===== src/rtl/write_reg_osd.sv =====
// write_reg_osd: OSD register-write decoder; staged geometry/colour commit at frame start.
// Optional WR_BYTE_STROBE_EN adds mem_wr_be byte-lane strobes.
module write_reg_osd #(
    parameter int          ADDR_DECODER_WIDTH = 8,
    parameter logic [15:0] H_RES_DEFAULT      = 16'd1920,
    parameter logic [15:0] V_RES_DEFAULT      = 16'd1080,
    parameter logic [23:0] RGB_DEFAULT        = 24'hFFFFFF
) (
    input  logic        sys_clk,
    input  logic        resetn,
    input  logic        mem_wr_valid,
    input  logic [31:0] mem_wr_addr,
    input  logic [31:0] mem_wr_data,
`ifdef WR_BYTE_STROBE_EN
    input  logic [3:0]  mem_wr_be,
`endif
    output logic        mem_wr_ack,
    input  logic        frame_start,
    output logic [31:0] ctrl_reg,
    output logic [31:0] coordinate,
    output logic [23:0] rgb_color,
    output logic [15:0] osd_num,
    output logic [15:0] h_res,
    output logic [15:0] v_res,
    output logic        update_pending
);
    localparam int AW = ADDR_DECODER_WIDTH;

    logic [AW-1:0] off;
    logic [3:0]    be;
    logic [31:0]   m;
    logic          wr_ctrl, wr_coord, wr_rgb, wr_osd, wr_h, wr_v, stage_wr, frame_rise, commit;
    logic          ack_q, fs_q, pend_q, pend_d;
    logic [31:0]   ctrl_q, ctrl_d, ctrl_base, coord_q, st_coord_q, st_coord_d;
    logic [23:0]   rgb_q, st_rgb_q, st_rgb_d;
    logic [15:0]   osd_q, h_q, v_q, st_osd_q, st_osd_d, st_h_q, st_h_d, st_v_q, st_v_d;
    logic          unused_addr;

`ifdef WR_BYTE_STROBE_EN
    assign be = mem_wr_be;
`else
    assign be = 4'hF;
`endif

    function automatic logic [31:0] merge(input logic [31:0] old, input logic [31:0] wd,
                                          input logic [31:0] msk);
        return (old & ~msk) | (wd & msk);
    endfunction

    assign unused_addr = ^mem_wr_addr[31:AW];
    assign off         = mem_wr_addr[AW-1:0];
    assign m           = {{8{be[3]}}, {8{be[2]}}, {8{be[1]}}, {8{be[0]}}};
    assign wr_ctrl     = mem_wr_valid && off == AW'('h04);
    assign wr_coord    = mem_wr_valid && off == AW'('h08);
    assign wr_rgb      = mem_wr_valid && off == AW'('h0C);
    assign wr_osd      = mem_wr_valid && off == AW'('h10);
    assign wr_h        = mem_wr_valid && off == AW'('h14);
    assign wr_v        = mem_wr_valid && off == AW'('h18);
    assign stage_wr    = (wr_coord | wr_rgb | wr_osd | wr_h | wr_v) & |be;
    assign frame_rise  = frame_start & ~fs_q;
    assign commit      = pend_q & (frame_rise | ctrl_q[1] | ctrl_q[2]);

    // force_commit is cleared before any new write lands, so a strobe-masked write can't keep it set
    always_comb begin
        ctrl_base  = {ctrl_q[31:3], 1'b0, ctrl_q[1:0]};
        ctrl_d     = wr_ctrl ? merge(ctrl_base, mem_wr_data, m) : ctrl_base;
        st_coord_d = wr_coord ? merge(st_coord_q, mem_wr_data, m) : st_coord_q;
        st_rgb_d   = wr_rgb ? 24'(merge({8'h0, st_rgb_q}, mem_wr_data, m)) : st_rgb_q;
        st_osd_d   = wr_osd ? 16'(merge({16'h0, st_osd_q}, mem_wr_data, m)) : st_osd_q;
        st_h_d     = wr_h ? 16'(merge({16'h0, st_h_q}, mem_wr_data, m)) : st_h_q;
        st_v_d     = wr_v ? 16'(merge({16'h0, st_v_q}, mem_wr_data, m)) : st_v_q;
        pend_d     = stage_wr | (pend_q & ~commit);
    end

    always_ff @(posedge sys_clk or negedge resetn) begin
        if (!resetn) begin
            ack_q      <= 1'b0;
            fs_q       <= 1'b0;
            pend_q     <= 1'b0;
            ctrl_q     <= '0;
            st_coord_q <= '0;
            st_rgb_q   <= RGB_DEFAULT;
            st_osd_q   <= '0;
            st_h_q     <= H_RES_DEFAULT;
            st_v_q     <= V_RES_DEFAULT;
            coord_q    <= '0;
            rgb_q      <= RGB_DEFAULT;
            osd_q      <= '0;
            h_q        <= H_RES_DEFAULT;
            v_q        <= V_RES_DEFAULT;
        end else begin
            ack_q      <= mem_wr_valid;
            fs_q       <= frame_start;
            pend_q     <= pend_d;
            ctrl_q     <= ctrl_d;
            st_coord_q <= st_coord_d;
            st_rgb_q   <= st_rgb_d;
            st_osd_q   <= st_osd_d;
            st_h_q     <= st_h_d;
            st_v_q     <= st_v_d;
            if (commit) begin
                coord_q <= st_coord_q;
                rgb_q   <= st_rgb_q;
                osd_q   <= st_osd_q;
                h_q     <= st_h_q;
                v_q     <= st_v_q;
            end
        end
    end

    assign mem_wr_ack     = ack_q;
    assign ctrl_reg       = ctrl_q;
    assign coordinate     = coord_q;
    assign rgb_color      = rgb_q;
    assign osd_num        = osd_q;
    assign h_res          = h_q;
    assign v_res          = v_q;
    assign update_pending = pend_q;
endmodule


===== config.mk =====
export PLATFORM = sky130hd
export DESIGN_NAME = write_reg_osd
export DESIGN_NICKNAME = d
export VERILOG_FILES = /design/src/rtl/write_reg_osd.sv
export SDC_FILE = /design/constraint.sdc
export NUM_CORES = 1
export LEC_CHECK = 0
export BUFFER_PORTS_ARGS = -buffer_cell sky130_fd_sc_hd__buf_4
export CAP_MARGIN = 40
export CORE_UTILIZATION = 54
export CTS_CLUSTER_DIAMETER = 30
export DETAILED_ROUTE_END_ITERATION = 7
export PLACE_DENSITY_LB_ADDON = 0.25
export SETUP_SLACK_MARGIN = 0.5
export SYNTH_ARGS = -nofsm -noshare
export SYNTH_HDL_FRONTEND = slang
export SYNTH_SLANG_ARGS = --single-unit

===== constraint.sdc =====
create_clock -name sys_clk -period 1.9 [get_ports sys_clk]
set_input_delay 0.19 -clock sys_clk [delete_from_list [all_inputs] [get_ports sys_clk]]
set_output_delay 0.19 -clock sys_clk [all_outputs]
set_load 0.1 [all_outputs]

==> flow_summary.json <==
{
  "cts_inserted_buffers": 43,
  "synthTopCellsByCount": "mux2_2 (236), dfrtp_1 (179), dfstp_2 (64), buf_2 (13), buf_4 (9)",
  "die_h_um": 133,
  "dpl_worst_slack_ns": 0.163,
  "synth_flop_cell": "dfrtp_1",
  "ant_nets": 0,
  "relSlewSlack_pct": 71.6,
  "end_kind": "flip-flop",
  "holdCritPathClass": "in -> reg",
  "max_slew.worst_pin.slew_ns": 0.425,
  "wl_per_cell_um": 21.9,
  "multiInputGateArea_mm2": 0.00298,
  "fin_nets": 863,
  "combPwrFrac_pct": 10.0,
  "antenna_found_initial": 0,
  "drtPass1Iterations": 4,
  "clk_latency_ns": 0.51,
  "p_leak_nw": 6.89,
  "maxSlewViolCount": 0,
  "viasPerCell": 5.35,
  "power_frac_seq_pct": 37.3,
  "synth_area_leaders": "dfrtp_1 (49%), mux2_2 (29%), dfstp_2 (18%), buf_4 (0.73%), buf_2 (0.71%)",
  "p_per_area_mw_per_mm2": 1100,
  "setup_slack_ns": 0.242,
  "rrSetupSlack_ns": 0.24,
  "synth_most_common_cell": "mux2_2",
  "setup_viol": 0,
  "dpl.hpwl_um": 12500,
  "wl_um": 22900,
  "fin_crit_sh_pct": 87.3,
  "clk_pin_slew_worst_paths_ns": 0.05,
  "drcViolationCount": 0,
  "p_switching_mw": 3.66,
  "grt_pass1_wl_um": 35300,
  "dieArea_mm2": 0.0176,
  "holdPathStages": 4,
  "ys_seq_area_share_pct": 66.9,
  "rsz0062_at_grt": "yes",
  "power.internal_mw": 11.2,
  "clkPwrFrac_pct": 52.8,
  "path_class": "reg -> reg",
  "reg2reg_depth": 5,
  "cp_slowest_stage_delay_ns": 0.48,
  "crit_top_cell": "buf_12",
  "htreeDepth": 2,
  "async_reset_ff_share_pct": 100,
  "period_needed_ns": 1.66,
  "final.setup.tns_ns": 0,
  "drtIter0Drc": 170,
  "synth.distinct_cells": 21,
  "syn_area_mm2": 0.00921,
  "drive_above_1_share_pct": 72.1,
  "ff_latch_area_mm2": 0.00617,
  "final_hold_viol_count": 0,
  "place_congestion": 0.752,
  "crit_path_start_kind": "flip-flop",
  "grt_pass1_vias": 6296,
  "crit_fanout": 8,
  "grt.total_usage_pct": 26.4,
  "max_cap_violations": 0,
  "syn2layout_area_growth_pct": 47.9,
  "cts_buffer_depth": 3,
  "grt-ovfl-total": 0,
  "vias": 5610,
  "ioPinCount": 206,
  "peakVddDrop_mv": 1.02,
  "fmax_mhz": 603,
  "fin_skew_ns": 0.00928,
  "finalPower_mw": 14.9,
  "synth-edff-count": 0,
  "syn_area_per_cell_um2": 17.5,
  "ys_warn_count": 0,
  "worstPathCellList": "o31ai_4, buf_12, buf_12, clkbuf_16, mux2_2",
  "synth_nets": 595,
  "fillers": 847,
  "sw_frac_of_total_pct": 24.6,
  "initial_core_util_pct": 55.3,
  "cts-root-buf": "clkbuf_16",
  "yosys.area.top_type": "dfrtp_1",
  "synth_seq_cells": 243,
  "port_buffers": 181,
  "run_status": "complete, no violations",
  "cts_num_sinks": 243,
  "cts_tree": "done",
  "arrival_ns": 2.09,
  "rows": 47,
  "diodes": 0,
  "fp.dieW_um": 133,
  "crit_slowest_cell": "dfrtp_4",
  "synth_top_area_share_pct": 48.7,
  "syn_inst": 527,
  "coreArea_mm2": 0.0166,
  "grt_max_degree": 62,
  "worstPathRequired_ns": 2.33
}
[routing by layer]
layer  GRT usage [%]  share of wire, %  vias to the layer above
met3            6.17               5.3                       38
met4            9.71               2.0                        0
met1            31.6                40                     2963
li1                -                 -                     2433
met5               0                 0                        -
met2            46.6                53                      176
[path summary, 6_finish.rpt]
path,from,to
worst max-delay path,ctrl_reg[2]$_DFF_PN0_,rgb_color[12]$_DFFE_PN1P_
worst max register to register,ctrl_reg[2]$_DFF_PN0_,rgb_color[12]$_DFFE_PN1P_
worst min-delay path,mem_wr_addr[1],ctrl_reg[0]$_DFFE_PN0N_
worst min register to register,st_v_q[0]$_DFFE_PN0P_,v_res[0]$_DFFE_PN0P_
min in group asynchronous,resetn,ctrl_reg[7]$_DFFE_PN0N_
max in group asynchronous,resetn,rgb_color[1]$_DFFE_PN1P_
[stage by stage]
step / instances / hold WS, ns / area, um^2 / util [%]
3_3_place_gp: 918 / 0.135 / 10900 / 65.4
4_1_cts: 1041 / 0.0770 / 13400 / 80.8
3_5_place_dp: 918 / 0.142 / 10900 / 65.4
6_report: 1048 / 0.113 / 13600 / 81.8
2_1_floorplan: 527 / -0.106 / 9270 / -
5_1_grt: 1048 / 0.123 / 13600 / 81.8
[cell families (layout without fill, tap and decap cells)]
family	count (synthesis)	count (layout)	share of synthesized area [%]
buf+inv	26	327	1.77
simple gates	16	16	1.74
compound gates	3	3	0.326
mux	239	239	29.2
flops	243	243	66.9
[critical path, delay by kind of cell (launching register included)]
family	cells	cell delay [ns]
AOI/OAI and AO/OA	1	0.26
muxes	1	0.34
DFF	1	0.48
buffers and inverters	3	0.49
[cell usage in the layout, fill, tap and decap left out, types with 2 or more instances in the layout]
master / count
mux2_2: 213
nand4_2: 3
clkinv_4: 4
nor2_1: 2
mux2_1: 3
nand3_2: 2
inv_1: 2
clkbuf_16: 47
dfstp_2: 64
buf_4: 149
bufinv_16: 5
buf_12: 41
clkinvlp_4: 6
clkbuf_1: 5
clkinv_2: 4
mux2_4: 23
buf_16: 6
clkbuf_8: 9
dfrtp_4: 2
dfrtp_1: 176
dlygate4sd3_1: 35
nor2b_1: 3
buf_6: 13
[power by group through the flow]
stage	Combinational [mW]	Sequential (mW)	Clock, mW
floorplan	0.218	6.27	0
global placement	1.31	5.59	0
detailed placement	1.33	5.61	0
CTS	1.47	5.55	7.94
global route	1.55	5.57	8.20
finish	1.49	5.56	7.87
[repair_timing]
action	in CTS	in global routing
gates resized for setup	121	23
endpoints found under the setup margin	140	148
gates cloned	4	2
pin swaps	1	1
hold endpoints to repair	203	0
buffers inserted	6	5
hold buffers	35	0
[cell type report]
type                    instances  share of cell area, %
clock buffers                  59                   9.32
clock inverters                19                   1.84
inverters                       2                 0.0551
multi-input cells             258                   21.9
flip-flops and latches        243                   45.3
well taps                     220                   2.02
repair buffers                247                   19.6
(Power assumes the default switching activity.)
